===== config.mk =====
export PLATFORM = sky130hd
export DESIGN_NAME = digital_clock
export DESIGN_NICKNAME = d
export VERILOG_FILES = /design/src/rtl/digital_clock.sv
export SDC_FILE = /design/constraint.sdc
export NUM_CORES = 1
export LEC_CHECK = 0
export CORE_ASPECT_RATIO = 1.5
export CORE_MARGIN = 5
export CORE_UTILIZATION = 47
export DETAILED_ROUTE_END_ITERATION = 10
export HOLD_SLACK_MARGIN = 0.08
export PLACE_DENSITY = 0.81
export SLEW_MARGIN = 20
export SYNTH_ARGS = -nofsm -noshare
export SYNTH_HDL_FRONTEND = slang
export SYNTH_SLANG_ARGS = --single-unit

===== constraint.sdc =====
create_clock -name clk -period 4.8 [get_ports clk]
set_input_delay 0.96 -clock clk [delete_from_list [all_inputs] [get_ports clk]]
set_output_delay 0.96 -clock clk [all_outputs]
set_load 0.02 [all_outputs]

===== src/rtl/digital_clock.sv =====
// 24-hour time-of-day counter: a prescaler produces a one-second tick that
// advances cascaded mod-60 / mod-60 / mod-24 binary counters.
`timescale 1ns/1ps
module digital_clock #(
    parameter int unsigned CLKS_PER_SEC = 1
) (
    input  logic       clk,
    input  logic       rst,
    output logic [5:0] sec,
    output logic [5:0] min,
    output logic [4:0] hr
);

    localparam int unsigned          PW       = (CLKS_PER_SEC > 1) ? $clog2(CLKS_PER_SEC) : 1;
    localparam logic [PW-1:0]        PRE_LAST = PW'(CLKS_PER_SEC - 1);

    logic [PW-1:0] pre_q, pre_d;
    logic [5:0]    sec_q, sec_d;
    logic [5:0]    min_q, min_d;
    logic [4:0]    hr_q,  hr_d;
    logic          tick;
    logic          sec_carry;
    logic          min_carry;

    // With CLKS_PER_SEC=1 pre_q stays 0 and matches PRE_LAST, so tick is constant 1.
    assign tick      = (pre_q == PRE_LAST);
    assign pre_d     = tick ? '0 : pre_q + PW'(1);

    assign sec_carry = (sec_q == 6'd59);
    assign min_carry = sec_carry && (min_q == 6'd59);

    always_comb begin
        sec_d = sec_q;
        min_d = min_q;
        hr_d  = hr_q;
        if (tick) begin
            sec_d = (sec_q >= 6'd59) ? '0 : sec_q + 6'd1;

            // Out-of-range values reload 0 on any tick, independent of carries.
            if (min_q > 6'd59)
                min_d = '0;
            else if (sec_carry)
                min_d = (min_q == 6'd59) ? '0 : min_q + 6'd1;

            if (hr_q > 5'd23)
                hr_d = '0;
            else if (min_carry)
                hr_d = (hr_q == 5'd23) ? '0 : hr_q + 5'd1;
        end
    end

    always_ff @(posedge clk or posedge rst) begin
        if (rst) begin
            pre_q <= '0;
            sec_q <= '0;
            min_q <= '0;
            hr_q  <= '0;
        end else begin
            pre_q <= pre_d;
            sec_q <= sec_d;
            min_q <= min_d;
            hr_q  <= hr_d;
        end
    end

    assign sec = sec_q;
    assign min = min_q;
    assign hr  = hr_q;

endmodule


==> results by group <==
Synth
  • Async set-or-reset flop fraction in the synthesized netlist: 1.00
  • Mean area per synthesized cell: between 10 and 15 sq um
  • Post-synthesis sequential area ratio: 0.453
  • Cell variety after synth: 37
  • Top post-synthesis cells by area: dfrtp_1 45%, nor2_1 4.8%, ha_1 4.0%
  • Yosys top cell by area: dfrtp_1
  • Adder and majority cell fraction of the synthesized area: 0.0399
  • Number of enable-type register cells in the synthesized netlist: 0
  • Register bit total from synthesis: 17
  • Post-synthesis compound-gate area fraction: 0.138
  • Combinational family with the most area after synthesis: simple AND/OR/NAND/NOR gates
  • Simple-gate share of the synthesized area: 0.256
  • Post-Syn Area: between 900 and 1000 sq um
  • Number of warnings issued by yosys: 0
  • Fraction of synthesized cell area in xor and xnor cells: 0.0466
  • Post-Synthesis Cells: slightly above 90
  • Synth Net Count: 97
  • Fraction of post-synthesis cell area in the top cell type by area: 0.453
  • Mux contribution to synthesized area: 0.0373
  • Main synth FF type: dfrtp_1

Timing
  • Setup TNS: 0 ns
  • Final period demand of the worst path: roughly 2.5 ns
  • Worst-margin pin slew: 0.641 ns
  • Part of the cycle the worst path needs: 0.527
  • Worst max-slew margin expressed relative to the limit: 0.572
  • Max Clock Skew: 0.00189 ns
  • Count of pins over their slew limit: 0
  • Number of endpoints with negative hold slack in the final report: 0
  • Maximum achievable frequency: 395 MHz
  • Count of endpoints failing setup in the final report: 0
  • Worst Hold Slack: 0.495 ns
  • Crit path setup slack, layout: 2.27 ns
  • Unrepaired setup endpoints after global routing: no

Worst setup path
  • Worst-path cell with the longest stage delay: clkdlybuf4s50_1
  • Longest individual stage delay on the worst path: roughly 0.68 ns
  • Data arrival time of the critical path: 1.57 ns
  • Critical Path RT: 3.84 ns
  • Setup slack, reg-to-reg: 3.05 ns
  • Startpoint of the lowest-slack register-to-register path: sec[0]
  • Terminus of the critical flop-to-flop path: min[4]
  • Worst Reg-to-Reg Cells: 5
  • CP top delay family: buffers and inverters
  • WP depth: 1
  • Maximum fanout along the worst path: 12
  • Category of the critical setup timing path: register to output port
  • Crit start category: register
  • Worst setup path end: min[2]
  • CP bufs+invs: 1
  • Type of destination of the critical path: output port
  • Timing startpoint of the critical path: min[2]
  • Ordered cell list for the critical path: clkdlybuf4s50_1

Clock network
  • Number of instances resized during post-cts repair: 0
  • Clock buffers created by TritonCTS: 3
  • Clock insertion delay at the later pin of the skew report: slightly below 0.3 ns
  • Post-cts hold buffer count: 0
  • Clock transition at the registers of the reported paths: 0.10 ns
  • Number of buffers between clock root and the deepest sink: 2
  • Clock tree from TritonCTS: built
  • CTS H-tree lvls: 1
  • CTS root buffer: clkbuf_4
  • # clock sinks: 17
  • Post-CTS setup-driven buffer insertion count: 0

Final layout
  • Number of antenna repair diodes: 0
  • Total Nets Final: 118
  • Commonest cells after routing, fill and taps aside: 18 x clkdlybuf4s50_1, 17 x dfrtp_1, 12 x nor2_1, 6 x a21oi_1
  • Fraction of layout cells with a size suffix above 1: 0.0982
  • Area added between synthesis and finish: 23.0%
  • Most frequent standard cell in the layout excluding fill and tap cells: clkdlybuf4s50_1

Floorplanning
  • Row count: 19
  • Width of the chip: 46.5 microns
  • DIE HEIGHT: around 65 microns
  • Area of the core: 1880 sq um
  • Die area: 3010 sq um
  • Initial Utilization: 0.500
  • Io pins: 19

Routing
  • Violation count after the first detailed-route iteration: 17
  • Vias per std cell: between 5 and 6
  • DRC errors left: 0
  • Final routed wirelength across all metal layers: roughly 1800 microns
  • Vias after detailed routing: about 750
  • First-pass iteration count of the detailed router: 3
  • Final antenna-violating net count: 0
  • Routed length per placed instance: 13.4 microns

Min path
  • Hold WC Path Type: register to register
  • Startpoint of the lowest-slack hold path: sec[0]
  • Instance count along the most critical hold path: 1

GRT
  • First-pass GRT wire length: 3220 microns
  • Pin count of the biggest net entering global routing: 18
  • GRT Total Usage: 0.142
  • Via count of the first global-routing pass: between 700 and 800
  • Antenna violations before repair: 0
  • Remaining global-route overflow: 0

Power
  • Worst VDD drop: 0.000159 V
  • Total power per unit cell area: 194 nW/um^2
  • Leakage power: 0.473 nW
  • Overall power: between 0.2 and 0.25 mW

Placed design
  • Worst slack after detailed placement: 2.62 ns
  • Gp weighted congestion: 0.771
  • Detail Placement HPWL: about 1300 microns
  • IO buf count: 18

Job
  • Count of maximum capacitance violations: 0

Status
  • Result of the run: finished clean
layout make-up:
class / count / area, sq um
multi-input combinational: 70 / 487
sequential: 17 / 425
tap: 21 / 26.3
fill: 175 / 722
inverter: 3 / 11.3
clock buffer: 4 / 26.3
timing repair buffer: 18 / 180
cell families (layout without fill, tap and decap cells):
logic type	count (synthesis)	after routing
fa+ha+maj	3	3
mux	3	3
xor+xnor	5	5
flops	17	17
buf+inv	5	25
compound gates	20	20
simple gates	39	39
power by group:
part | internal (mW) | leakage, nW | switching [mW]
clock network | 0.0324 | 0.0150 | 0.0450
logic | 0.000756 | 0.235 | 0.00275
registers | 0.143 | 0.223 | 0
total | 0.176 | 0.473 | 0.0477
state kept, by name, indices dropped and copies added, names as in the netlist:
name  count
min       6
sec       6
hr        5
cell usage after synthesis (all sizes together), types with 2 or more instances:
cell and number:
inv 3, mux2i 2, nand2b 3, xnor2 4
ha 3, and4b 2, o21a 2, buf 2
o21ai 4, nand2 3, and3 2, nand3 5
nor2b 3, dfrtp 17, o211ai 2, a21oi 6
nor2 13, nor4 2
per-layer routing:
layer  wire [microns]  vias up  GRT usage
li1                 -      370          -
met1              772      356      0.190
met2              881       16      0.212
met3               80        6     0.0222
met4               51        0     0.0819
met5                0        -          0
how the worst min path moves through the flow:
stage,endpoint
final,sec[0]
after global routing,sec[0]
after CTS,sec[0]
after detailed placement,sec[0]
after global placement,sec[0]
after floorplan,sec[0]
stage by stage:
| step | std cells | util | cell area (sq um) |
|---|---|---|---|
| after floorplan | 92 | - | 940 |
| after global placement | 129 | 0.602 | 1130 |
| after detailed placement | 129 | 0.602 | 1130 |
| after CTS | 133 | 0.616 | 1160 |
| after global routing | 133 | 0.616 | 1160 |
| final | 133 | 0.616 | 1160 |
No activity file was read; power rests on OpenSTA's default activity.
